<file path="src/rtl/ps2_pkg.sv">
// Shared scan-code constants, frame length and lock FSM state type
// for the PS/2 code lock.
package ps2_pkg;

    localparam logic [7:0] BREAK = 8'hF0;
    localparam logic [7:0] EXT   = 8'hE0;
    localparam logic [7:0] BKSP  = 8'h66;
    localparam logic [7:0] ESC   = 8'h76;

    localparam int unsigned FRAME_BITS = 11;

    typedef enum logic [1:0] {
        ENTRY,
        UNLOCKED,
        LOCKOUT
    } lock_state_t;

endpackage

</file>
<file path="src/rtl/ps2_rx.sv">
// PS/2 frame receiver: pin synchronisers, falling-edge detect, 11-bit
// shift/check with odd parity, and an idle timeout inside a frame.
module ps2_rx
    import ps2_pkg::*;
#(
    parameter int unsigned TIMEOUT_CYCLES = 5000
) (
    input  logic       clk_i,
    input  logic       rst_i,
    input  logic       kclk_i,
    input  logic       kdata_i,
    output logic [7:0] code_o,
    output logic       code_valid_o,
    output logic       frame_err_o
);

    localparam int unsigned TW = $clog2(TIMEOUT_CYCLES + 1);

    logic [2:0]            kclk_q;   // [0],[1] synchroniser, [2] previous value
    logic [1:0]            kdat_q;
    logic                  fall_q;
    logic                  bit_q;
    logic [3:0]            cnt_q;
    logic [FRAME_BITS-2:0] sh_q;     // start, data[7:0], parity once full
    logic [TW-1:0]         timer_q;
    logic [7:0]            code_q;
    logic                  valid_q;
    logic                  err_q;
    logic                  frame_ok;

    assign frame_ok = ~sh_q[0] & bit_q & (^sh_q[FRAME_BITS-2:1]);

    always_ff @(posedge clk_i) begin
        if (rst_i) begin
            kclk_q  <= '1;
            kdat_q  <= '1;
            fall_q  <= 1'b0;
            bit_q   <= 1'b1;
            cnt_q   <= '0;
            sh_q    <= '0;
            timer_q <= '0;
            code_q  <= '0;
            valid_q <= 1'b0;
            err_q   <= 1'b0;
        end else begin
            kclk_q  <= {kclk_q[1:0], kclk_i};
            kdat_q  <= {kdat_q[0], kdata_i};
            fall_q  <= kclk_q[2] & ~kclk_q[1];
            bit_q   <= kdat_q[1];
            valid_q <= 1'b0;
            err_q   <= 1'b0;
            if (fall_q) begin
                timer_q <= '0;
                if (cnt_q == 4'(FRAME_BITS - 1)) begin
                    cnt_q <= '0;
                    if (frame_ok) begin
                        code_q  <= sh_q[8:1];
                        valid_q <= 1'b1;
                    end else begin
                        err_q <= 1'b1;
                    end
                end else begin
                    sh_q  <= {bit_q, sh_q[FRAME_BITS-2:1]};
                    cnt_q <= cnt_q + 4'd1;
                end
            end else if (cnt_q != '0) begin
                if (timer_q == TW'(TIMEOUT_CYCLES - 1)) begin
                    err_q   <= 1'b1;
                    cnt_q   <= '0;
                    timer_q <= '0;
                end else begin
                    timer_q <= timer_q + 1'b1;
                end
            end
        end
    end

    assign code_o       = code_q;
    assign code_valid_o = valid_q;
    assign frame_err_o  = err_q;

endmodule

</file>
<file path="src/rtl/ps2_code_lock.sv">
// PS/2 password terminal: receiver, break/extended prefix decoder and
// lock FSM with backspace, retry limit and timed lockout.
module ps2_code_lock
    import ps2_pkg::*;
#(
    parameter int unsigned                   PASS_LEN       = 4,
    parameter logic [PASS_LEN-1:0][7:0]      PASSWORD       = 32'h2D_24_3C_2C,
    parameter int unsigned                   MAX_TRIES      = 3,
    parameter int unsigned                   LOCK_CYCLES    = 1000,
    parameter int unsigned                   TIMEOUT_CYCLES = 5000
) (
    input  logic                sys_clk,
    input  logic                rst,
    input  logic                keyboard_clk,
    input  logic                data,
    output logic [PASS_LEN-1:0] leds,
    output logic                unlocked,
    output logic                locked_out,
    output logic                frame_err,
    output logic [7:0]          code,
    output logic                code_valid
);

    localparam int unsigned IW  = $clog2(PASS_LEN + 1);
    localparam int unsigned TRW = $clog2(MAX_TRIES + 1);
    localparam int unsigned LW  = $clog2(LOCK_CYCLES + 1);

    lock_state_t       state_q, state_d;
    logic [IW-1:0]       idx_q, idx_d;
    logic [PASS_LEN-1:0] match_q, match_d;
    logic [TRW-1:0]      tries_q, tries_d, tries_n;
    logic [LW-1:0]       lock_cnt_q, lock_cnt_d;
    logic                brk_q, mk_valid_q;
    logic [7:0]          mk_code_q;

    ps2_rx #(.TIMEOUT_CYCLES(TIMEOUT_CYCLES)) u_rx (
        .clk_i       (sys_clk),
        .rst_i       (rst),
        .kclk_i      (keyboard_clk),
        .kdata_i     (data),
        .code_o      (code),
        .code_valid_o(code_valid),
        .frame_err_o (frame_err)
    );

    always_ff @(posedge sys_clk) begin
        if (rst) begin
            brk_q      <= 1'b0;
            mk_valid_q <= 1'b0;
            mk_code_q  <= '0;
        end else begin
            mk_valid_q <= 1'b0;
            if (code_valid) begin
                if (brk_q) begin
                    brk_q <= 1'b0;
                end else if (code == BREAK) begin
                    brk_q <= 1'b1;
                end else if (code != EXT) begin
                    mk_valid_q <= 1'b1;
                    mk_code_q  <= code;
                end
            end
        end
    end

    always_ff @(posedge sys_clk) begin
        if (rst) begin
            state_q    <= ENTRY;
            idx_q      <= '0;
            match_q    <= '0;
            tries_q    <= '0;
            lock_cnt_q <= '0;
        end else begin
            state_q    <= state_d;
            idx_q      <= idx_d;
            match_q    <= match_d;
            tries_q    <= tries_d;
            lock_cnt_q <= lock_cnt_d;
        end
    end

    // State transitions resolve first; a make code seen in the same cycle
    // is then applied against the post-transition state and counters.
    always_comb begin
        state_d    = state_q;
        idx_d      = idx_q;
        match_d    = match_q;
        tries_d    = tries_q;
        lock_cnt_d = lock_cnt_q;
        tries_n    = (tries_q == TRW'(MAX_TRIES)) ? tries_q : tries_q + 1'b1;

        case (state_q)
            ENTRY: begin
                if (idx_q == IW'(PASS_LEN)) begin
                    if (&match_q) begin
                        state_d = UNLOCKED;
                    end else begin
                        idx_d   = '0;
                        match_d = '0;
                        tries_d = tries_n;
                        if (tries_n == TRW'(MAX_TRIES)) begin
                            state_d    = LOCKOUT;
                            lock_cnt_d = LW'(LOCK_CYCLES);
                        end
                    end
                end
            end
            LOCKOUT: begin
                lock_cnt_d = lock_cnt_q - 1'b1;
                if (lock_cnt_q <= LW'(1)) begin
                    state_d    = ENTRY;
                    tries_d    = '0;
                    lock_cnt_d = '0;
                end
            end
            default: ;
        endcase

        if (mk_valid_q) begin
            case (state_d)
                ENTRY: begin
                    if (mk_code_q == BKSP) begin
                        if (idx_d != '0) begin
                            idx_d = idx_d - 1'b1;
                            for (int unsigned i = 0; i < PASS_LEN; i++)
                                if (IW'(i) == idx_d) match_d[i] = 1'b0;
                        end
                    end else if (idx_d < IW'(PASS_LEN)) begin
                        for (int unsigned i = 0; i < PASS_LEN; i++)
                            if (IW'(i) == idx_d) match_d[i] = (mk_code_q == PASSWORD[i]);
                        idx_d = idx_d + 1'b1;
                    end
                end
                UNLOCKED: begin
                    if (mk_code_q == ESC) begin
                        state_d = ENTRY;
                        idx_d   = '0;
                        match_d = '0;
                        tries_d = '0;
                    end
                end
                default: ;
            endcase
        end
    end

    always_comb begin
        leds       = '0;
        unlocked   = 1'b0;
        locked_out = 1'b0;
        case (state_q)
            ENTRY: begin
                for (int unsigned i = 0; i < PASS_LEN; i++)
                    leds[i] = (IW'(i) < idx_q);
            end
            UNLOCKED: begin
                leds     = '1;
                unlocked = 1'b1;
            end
            LOCKOUT:  locked_out = 1'b1;
            default: ;
        endcase
    end

endmodule

</file>
<file path="config.mk">
export PLATFORM = sky130hd
export DESIGN_NAME = ps2_code_lock
export DESIGN_NICKNAME = d
export VERILOG_FILES = /design/src/rtl/ps2_pkg.sv /design/src/rtl/ps2_rx.sv /design/src/rtl/ps2_code_lock.sv
export SDC_FILE = /design/constraint.sdc
export NUM_CORES = 1
export LEC_CHECK = 0
export ABC_CLOCK_PERIOD_IN_PS = 3750
export CAP_MARGIN = 25
export CORE_UTILIZATION = 47
export CTS_CLUSTER_DIAMETER = 30
export DETAILED_ROUTE_END_ITERATION = 8
export PLACE_DENSITY_LB_ADDON = 0.25
export REMOVE_ABC_BUFFERS = 1
export SLEW_MARGIN = 5
export SYNTH_ARGS = -nofsm -noshare
export SYNTH_HDL_FRONTEND = slang
export SYNTH_HIERARCHICAL = 1
export SYNTH_SLANG_ARGS = --single-unit
</file>
<file path="constraint.sdc">
create_clock -name sys_clk -period 3.75 [get_ports sys_clk]
set_clock_uncertainty 0.2 [all_clocks]
set_input_delay 0.375 -clock sys_clk [delete_from_list [all_inputs] [get_ports sys_clk]]
set_output_delay 0.375 -clock sys_clk [all_outputs]
set_load 0.03 [all_outputs]
</file>
### Word-level counts from Yosys, hierarchy flattened

Index checks and enable logic that the tools add are counted.

* register bits: 75
* output and inout bits: 16
* memory bits (writable): 0
* memories: 0
* bits in latches: 0
* memory bits (read-only): 0

* divide/modulo/power cells: 0
* $add $sub $neg: 6
* bitwise operators: 10
* $mul: 0
* shifts and indexed selects: 0
* order comparisons: 6
* equal/unequal tests: 25
* reductions and logical operators: 19
* mux-type cells: 64

Operator list (number)
* 4-bit two-way mux: 12
* 10-bit two-way mux: 4
* 8-bit by 6-bit == test with 1-bit output (second input constant): 4
* 2-bit two-way mux: 14
* 3-bit two-way mux: 8
* 10-bit case mux with 2 select lines: 1
* 1-bit two-way mux: 19
* 8-bit by 7-bit == test with 1-bit output (second input constant): 2
* 4-bit case mux with 2 select lines: 2
* 13-bit by 1-bit adder with 13-bit output (second input constant): 1
* 13-bit == test (second input constant): 1
* 13-bit two-way mux: 1
* 2-bit by 3-bit == test with 1-bit output (first input constant): 4
* 4-bit AND reduction: 3
* 10-bit by 1-bit <= comparator with 1-bit output (second input constant): 1
* 10-bit by 1-bit subtractor with 10-bit output (second input constant): 1
* 9-bit XOR reduction: 1
* 8-bit == test (second input constant): 1
* 8-bit inequality test (second input constant): 1
* 2-bit case mux with 2 select lines: 2
* 1-bit NOT: 7
* 1-bit by 3-bit == test with 1-bit output (first input constant): 2
* 2-bit == test (second input constant): 3
* 3-bit zero test: 2
* other kinds (22): 33

### Depth between registers and ports, before layout

Gate-level depths: netlist of the first run.

* depth in word-level cells: 11
* mapped depth: 9
* gate-level depth less buffers: 8

### By module

Netlist of the first run, hierarchy kept.

By module, submodules not included
* ps2_rx: times used 1, cells an instance 213, area an instance 1961.9 um^2, sequential area each 880.8 um^2
* ps2_code_lock: times used 1, cells an instance 231, area an instance 1959.4 um^2, sequential area each 620.6 um^2

### Worst setup path after synthesis of the first run

OpenSTA, ideal clock, no wires.

* path type: reg2reg
* start point: register state_q[0]
* end point: register match_q[2]
* arrival: 2.035 ns
* data required time: 3.475 ns
* clock period less this slack: 2.310 ns
* setup time: 0.075 ns
* slack: 1.440 ns
* stages on the path, launching flop included: 9
* cell sequence: dfxtp_1 > or4_1 > o21ai_4 > inv_1 > ha_1 > and4_1 > a32oi_1 > nand4_1 > a22oi_2

* cells in the longest elaborated chain, start to end: 9

RTL lines
* start: declaration: line ps2_code_lock.sv:28 `lock_state_t state_q, state_d;`
* start signal: assignment: line ps2_code_lock.sv:74 `state_q <= state_d;`
* 2-bit zero test: line ps2_code_lock.sv:92 `case (state_q)`
* 3-bit two-way mux: line ps2_code_lock.sv:92
* 3-bit by 1-bit subtractor with 3-bit output: line ps2_code_lock.sv:124 `idx_d = idx_d - 1'b1;`
* 2-bit by 3-bit == test with 1-bit output: line ps2_code_lock.sv:126 `if (IW'(i) == idx_d) match_d[i] = 1'b0;`
* 1-bit two-way mux: line ps2_code_lock.sv:126
* 4-bit two-way mux: line ps2_code_lock.sv:123 `if (idx_d != '0) begin`
* 4-bit two-way mux: line ps2_code_lock.sv:122 `if (mk_code_q == BKSP) begin`
* 4-bit case mux with 2 select lines: line ps2_code_lock.sv:120 `case (state_d)`
* 4-bit two-way mux *: line ps2_code_lock.sv:119 `if (mk_valid_q) begin`
* end signal: assignment: line ps2_code_lock.sv:76 `match_q <= match_d;`
* end: declaration: line ps2_code_lock.sv:30 `logic [PASS_LEN-1:0] match_q, match_d;`

Mark *: on every way between the ends. The rest lies on a longest branch, timed or not.
A chain may end at the register's enable or synchronous reset.

### Final worst setup path of the first run

* start point: register state_q[1]
* end point: output port locked_out

* cells in the longest elaborated chain, start to end: 2

RTL lines
* 2-bit == test: line ps2_code_lock.sv:151 `case (state_q)`
* 1-bit two-way mux: line ps2_code_lock.sv:151
* end: declaration: line ps2_code_lock.sv:18 `output logic locked_out,`

Every way passes these cells.

==> summary.txt, run 1 <==
Mapped Cells: 444
Slew @ Worst Pin: 628 ps
Commonest non-fill, non-tap cell in the layout: dfxtp_1
Synthesis Warnings: 6
Post-route worst hold slack: 213 ps
Power per standard cell area: 358 nW/um2
IO Count: 20
RSZ-0062 raised after global routing: no
Vias per Instance: 5.77
Initial DRT Pass Iterations: 5
Fmax: 355 MHz
Largest net degree at the start of global routing: 49
Vias in the first global route: 2949
DRC viols: 0
Initial core utilization: 0.497
Antenna violations before repair: 0
Maximum root-to-sink buffer count: 2
Most frequent cells in the layout: dfxtp_1, nor2_1, a21oi_1
GP Congestion: 0.872
Synth unique cells: 76
Cell leakage power: 1.55 nW
# nets final: 475
Initial DRC Count: 108
WL/cell: 14.3 um
CTS tree: built
Hold_buf cts: 0
Post-route setup TNS: 0 ps
H-tree Lvls: 3
CTS root buf: clkbuf_8
Number of synthesized flops with an enable pin: 0
Cts repair resizes: 0
Crit. End Element: output pin
Async set-reset flop share out of synthesis: 0
Worst-path clk slew: 90 ps
Util after Layout: 0.555
Hold Path Class: reg2reg
Final Setup Violations: 0
Die area: 8710 um2
Grt total ovfl: 0
Post-CTS Setup Bufs: 0
Syn_area_per_cell: 8.83 um2
Cell Area, Synth: 3920 um2
P&R area growth vs syn: 11.6%
CTS buffer count: 9
Register area: 1500 um2
Final hold violation count: 0
Tot GR Track Use: 0.199
Crit path max fanout: 13
Vias post-DR: 3259
Core Region: 7890 um2
Die X: 93.3 um
Max Cap Violations: 0
Sequential area share after synthesis: 0.383
Fin crit share: 0.750
ANT nets after route: 0
Post-DP HPWL: 5510 um
Fillers: 693
Final wirelength: 8070 um
Area of the multi-input gates: 2230 um2
Crit path DAT: 2240 ps
Post-layout minimum cycle time: 2810 ps
Max-Slew Margin vs Limit: 0.580
Status: finished clean
Synth Flop Type: dfxtp_1
CP Class: reg2out
Global-route wire length before repair: 13800 um
Share of cells above drive strength 1: 0.0929
Count of state elements after synthesis: 75
Clk_lat worst skew: 350 ps
Die Ht: 93.3 um
Port bufs: 19
Site row count: 32
Crit path launch type: register
Max VDD drop: 0.193 mV
Slew Viols, Final: 0
Num Clock Sinks: 75
# diodes: 0
Crit path required time: 3170 ps
==> where the power goes <==
part           switching, mW  total [mW]  internal, mW
sequential           0.00208       0.802         0.800
combinational         0.0236      0.0391        0.0155
clock                  0.340       0.727         0.387
total                  0.366        1.57          1.20
==> cell families (layout without fill, tap and decap cells) <==
family / Yosys count / count (layout) / share of synthesized area
AO/OA/AOI/OAI: 97 / 97 / 0.171
flip-flops: 75 / 75 / 0.383
adder cells (fa/ha/maj): 13 / 13 / 0.0415
XOR/XNOR: 16 / 16 / 0.0431
multiplexers: 13 / 13 / 0.0364
AND/OR/NAND/NOR: 192 / 192 / 0.277
buffers and inverters: 38 / 57 / 0.0475
==> cells in the mapped netlist, types with 4 or more instances <==
library cell	instances	share of area
o21ai_0	9	0.011
nor4bb_1	4	0.010
a32oi_1	5	0.011
clkbuf_1	12	0.011
nand4_1	9	0.014
a311oi_1	8	0.018
a21oi_1	37	0.047
xor2_1	6	0.013
inv_1	18	0.017
a21o_1	5	0.0096
nor2b_1	4	0.0064
nor3_1	5	0.0064
nand2_1	34	0.033
xnor2_1	8	0.018
nor2_1	37	0.035
o211ai_1	4	0.0077
nand2b_1	18	0.029
or2_2	6	0.0096
mux2i_1	12	0.031
and2_1	5	0.0080
or3_1	7	0.011
dfxtp_1	75	0.38
nor4_1	6	0.0096
nand3_1	24	0.031
o22ai_1	4	0.0064
ha_1	13	0.041
==> critical path, stage by stage (launching register included) <==
cell	delay (ps)
dfxtp_1	570
or2b_2	430
clkinv_1	190
clkdlybuf4s50_1	700
==> sequential cells by signal, summed over array words and instances, names as in the netlist <==
signal,count
u_rx/kclk_q,3
state_q,2
u_rx/frame_err_o,1
idx_q,3
mk_code_q,8
lock_cnt_q,10
brk_q,1
u_rx/sh_q,10
u_rx/timer_q,13
match_q,4
u_rx/bit_q,1
tries_q,2
u_rx/code_valid_o,1
u_rx/kdat_q,2
u_rx/fall_q,1
u_rx/cnt_q,4
u_rx/code_o,8
mk_valid_q,1
==> metrics by stage <==
| stage | instance area, um2 | power [mW] | worst slack [ps] | instances |
|---|---|---|---|---|
| after floorplan | 3810 | 0.841 | 1350 | 425 |
| after global placement | 4150 | 0.859 | 1190 | 549 |
| after detailed placement | 4150 | 0.859 | 1120 | 549 |
| after CTS | 4380 | 1.58 | 925 | 565 |
| after global routing | 4380 | 1.62 | 838 | 565 |
| final | 4380 | 1.57 | 936 | 565 |
==> final timing paths <==
path	start	to	slack, ps	cells after the start
worst max register to register	state_q[0]	match_q[3]	1080	8
worst max-delay path	state_q[1]	locked_out	940	3
worst min-delay path	u_rx/kclk_q[2]	u_rx/fall_q	210	2
worst min register to register	u_rx/kclk_q[2]	u_rx/fall_q	210	2
==> layer usage <==
layer / vias to the layer above / track usage / wire length, um
met3: 12 / 0.0341 / 246
met1: 1552 / 0.267 / 3960
li1: 1636 / - / -
met5: - / 0 / 0
met4: 0 / 0.0782 / 125
met2: 59 / 0.318 / 3740
==> final cells by class <==
type / count / share of cell area
repair buffers: 22 / 0.0486
clock inverters: 7 / 0.0240
flip-flops and latches: 75 / 0.343
well taps: 102 / 0.0292
clock buffers: 9 / 0.0283
inverters: 19 / 0.0163
multi-input cells: 331 / 0.510
Power figures use the tool's default switching activity.
==> run 2, diff against run 1 <==
--- a/config.mk
+++ b/config.mk
@@ -5,7 +5,7 @@
 export SDC_FILE = /design/constraint.sdc
 export NUM_CORES = 1
 export LEC_CHECK = 0
-export ABC_CLOCK_PERIOD_IN_PS = 3750
+export ABC_CLOCK_PERIOD_IN_PS = 2800
 export CAP_MARGIN = 25
 export CORE_UTILIZATION = 47
 export CTS_CLUSTER_DIAMETER = 30
==> constraint.sdc (replaced) <==
create_clock -name sys_clk -period 2.8 [get_ports sys_clk]
set_clock_uncertainty 0.2 [all_clocks]
set_input_delay 0.28 -clock sys_clk [delete_from_list [all_inputs] [get_ports sys_clk]]
set_output_delay 0.28 -clock sys_clk [all_outputs]
set_load 0.03 [all_outputs]
==> run 2 against run 1 <==
Clock power up 35%. Final area up 1.3%. Global-route usage down 0.066 points. Flip-flop and latch count unchanged. Clock-buffer cell count up 1. Die area unchanged. Setup slack worse by 770 ps. Combinational power up 41%.
==> summary.txt, run 2 (synthesized netlist as in run 1, its figures left out) <==
Status: finished clean
Global-route wire length before repair: 13800 um
Vias post-DR: 3175
Fmax: 379 MHz
H-tree Lvls: 3
Crit path required time: 2320 ps
Fillers: 716
CP Class: reg2out
Met3 usage: 0.0407
Die Ht: 93.3 um
Crit path buffers/inverters: 3
Most frequent cells in the layout: dfxtp_1, nor2_1, a21oi_1
Max stage delay on crit path: 710 ps
Crit path max fanout: 12
Post-layout minimum cycle time: 2640 ps
Initial DRC Count: 96
Num Clock Sinks: 75
WL/cell: 13.9 um
Slew Viols, Final: 0
Initial DRT Pass Iterations: 4
Crit path launch type: register
CP delay by family, top: buffers and inverters
GR peak layer: met2
Post-CTS Setup Bufs: 0
# nets final: 480
Hold Path Class: reg2reg
Vias per Instance: 5.57
Share of cells above drive strength 1: 0.103
# diodes: 0
Initial core utilization: 0.497
Core Region: 7890 um2
Area of the multi-input gates: 2230 um2
Final hold violation count: 0
IO Count: 20
Vias in the first global route: 3113
Post-route setup TNS: 0 ps
Commonest non-fill, non-tap cell in the layout: dfxtp_1
Slowest cell on crit path: clkdlybuf4s50_1
Post-DP HPWL: 5560 um
Die area: 8710 um2
Grt total ovfl: 0
Slew @ Worst Pin: 625 ps
GR Layer Usage met2: 0.329
RSZ-0062 raised after global routing: no
Power per standard cell area: 476 nW/um2
Largest net degree at the start of global routing: 54
Crit path DAT: 2160 ps
Fin crit share: 0.941
Max VDD drop: 0.285 mV
Max Cap Violations: 0
Post-route worst hold slack: 212 ps
Cts repair resizes: 0
CTS buffer count: 9
Tot GR Track Use: 0.198
Die X: 93.3 um
Antenna violations before repair: 0
CTS root buf: clkbuf_8
Max-Slew Margin vs Limit: 0.579
Final wirelength: 7910 um
Biggest register: u_rx/timer_q
Site row count: 32
DRC viols: 0
Cell Chain, Critical Path: buf_4, or2b_2, clkinv_1, clkdlybuf4s50_1
ANT nets after route: 0
Hold_buf cts: 0
Port bufs: 19
P&R area growth vs syn: 13.0%
Final Setup Violations: 0
Maximum root-to-sink buffer count: 2
Register area: 1500 um2
CTS tree: built
GRT met1 Usage: 0.255
Max reg flops: 13
GP Congestion: 0.877
Crit. End Element: output pin
Cell leakage power: 1.58 nW
Worst-path clk slew: 80 ps
Top flop regs: u_rx/timer_q (13), lock_cnt_q (10), u_rx/sh_q (10)
Clk_lat worst skew: 350 ps
-- run 2: cell count changes in the layout (fill, tap and decap cells not counted), sizes merged --
cell,delta
clkinv,+1
buf,+5
inv,-2
clkbuf,+1
-- run 2: power by group --
| group | internal [mW] | switching, mW | total, mW |
|---|---|---|---|
| sequential | 1.07 | 0.00298 | 1.07 |
| combinational | 0.0242 | 0.0311 | 0.0553 |
| clock | 0.537 | 0.442 | 0.979 |
-- run 2: routing by layer --
layer  wire [um]  vias to the layer above
met2        3730                       30
met4         101                        0
li1            -                     1654
met1        3890                     1484
met3         181                        7
met5           0                        -
-- run 2: worst register-to-register path, cell delays in order, from the launching register on --
cell,delay (ps)
dfxtp_1,370
or4_1,540
o21ai_4,290
inv_1,110
ha_1,280
and4_1,250
nand2_1,70
a32oi_1,200
o22ai_1,110
-- run 2: worst paths after layout --
path,startpoint,end,slack (ps),cells after the start
worst max-delay path,state_q[1],locked_out,160,4
worst min-delay path,u_rx/kclk_q[2],u_rx/fall_q,210,2
worst max register to register,idx_q[0],match_q[1],270,8
worst min register to register,u_rx/kclk_q[2],u_rx/fall_q,210,2
-- run 2: area by class of cell --
type | count | area share
clock buffers | 10 | 0.0311
clock inverters | 6 | 0.0217
inverters | 19 | 0.0161
multi-input cells | 331 | 0.504
flip-flops and latches | 75 | 0.339
well taps | 102 | 0.0288
repair buffers | 27 | 0.0593
-- run 2: stage by stage --
stage / setup WS, ps / instances / instance area [um2] / power, mW / utilization
detailed placement: 319 / 554 / 4200 / 1.15 / 0.532
floorplan: 399 / 425 / 3810 / 1.13 / -
global route: 68.4 / 570 / 4430 / 2.17 / 0.562
finish: 164 / 570 / 4430 / 2.11 / 0.562
global placement: 390 / 554 / 4200 / 1.15 / 0.532
CTS: 152 / 570 / 4430 / 2.13 / 0.562
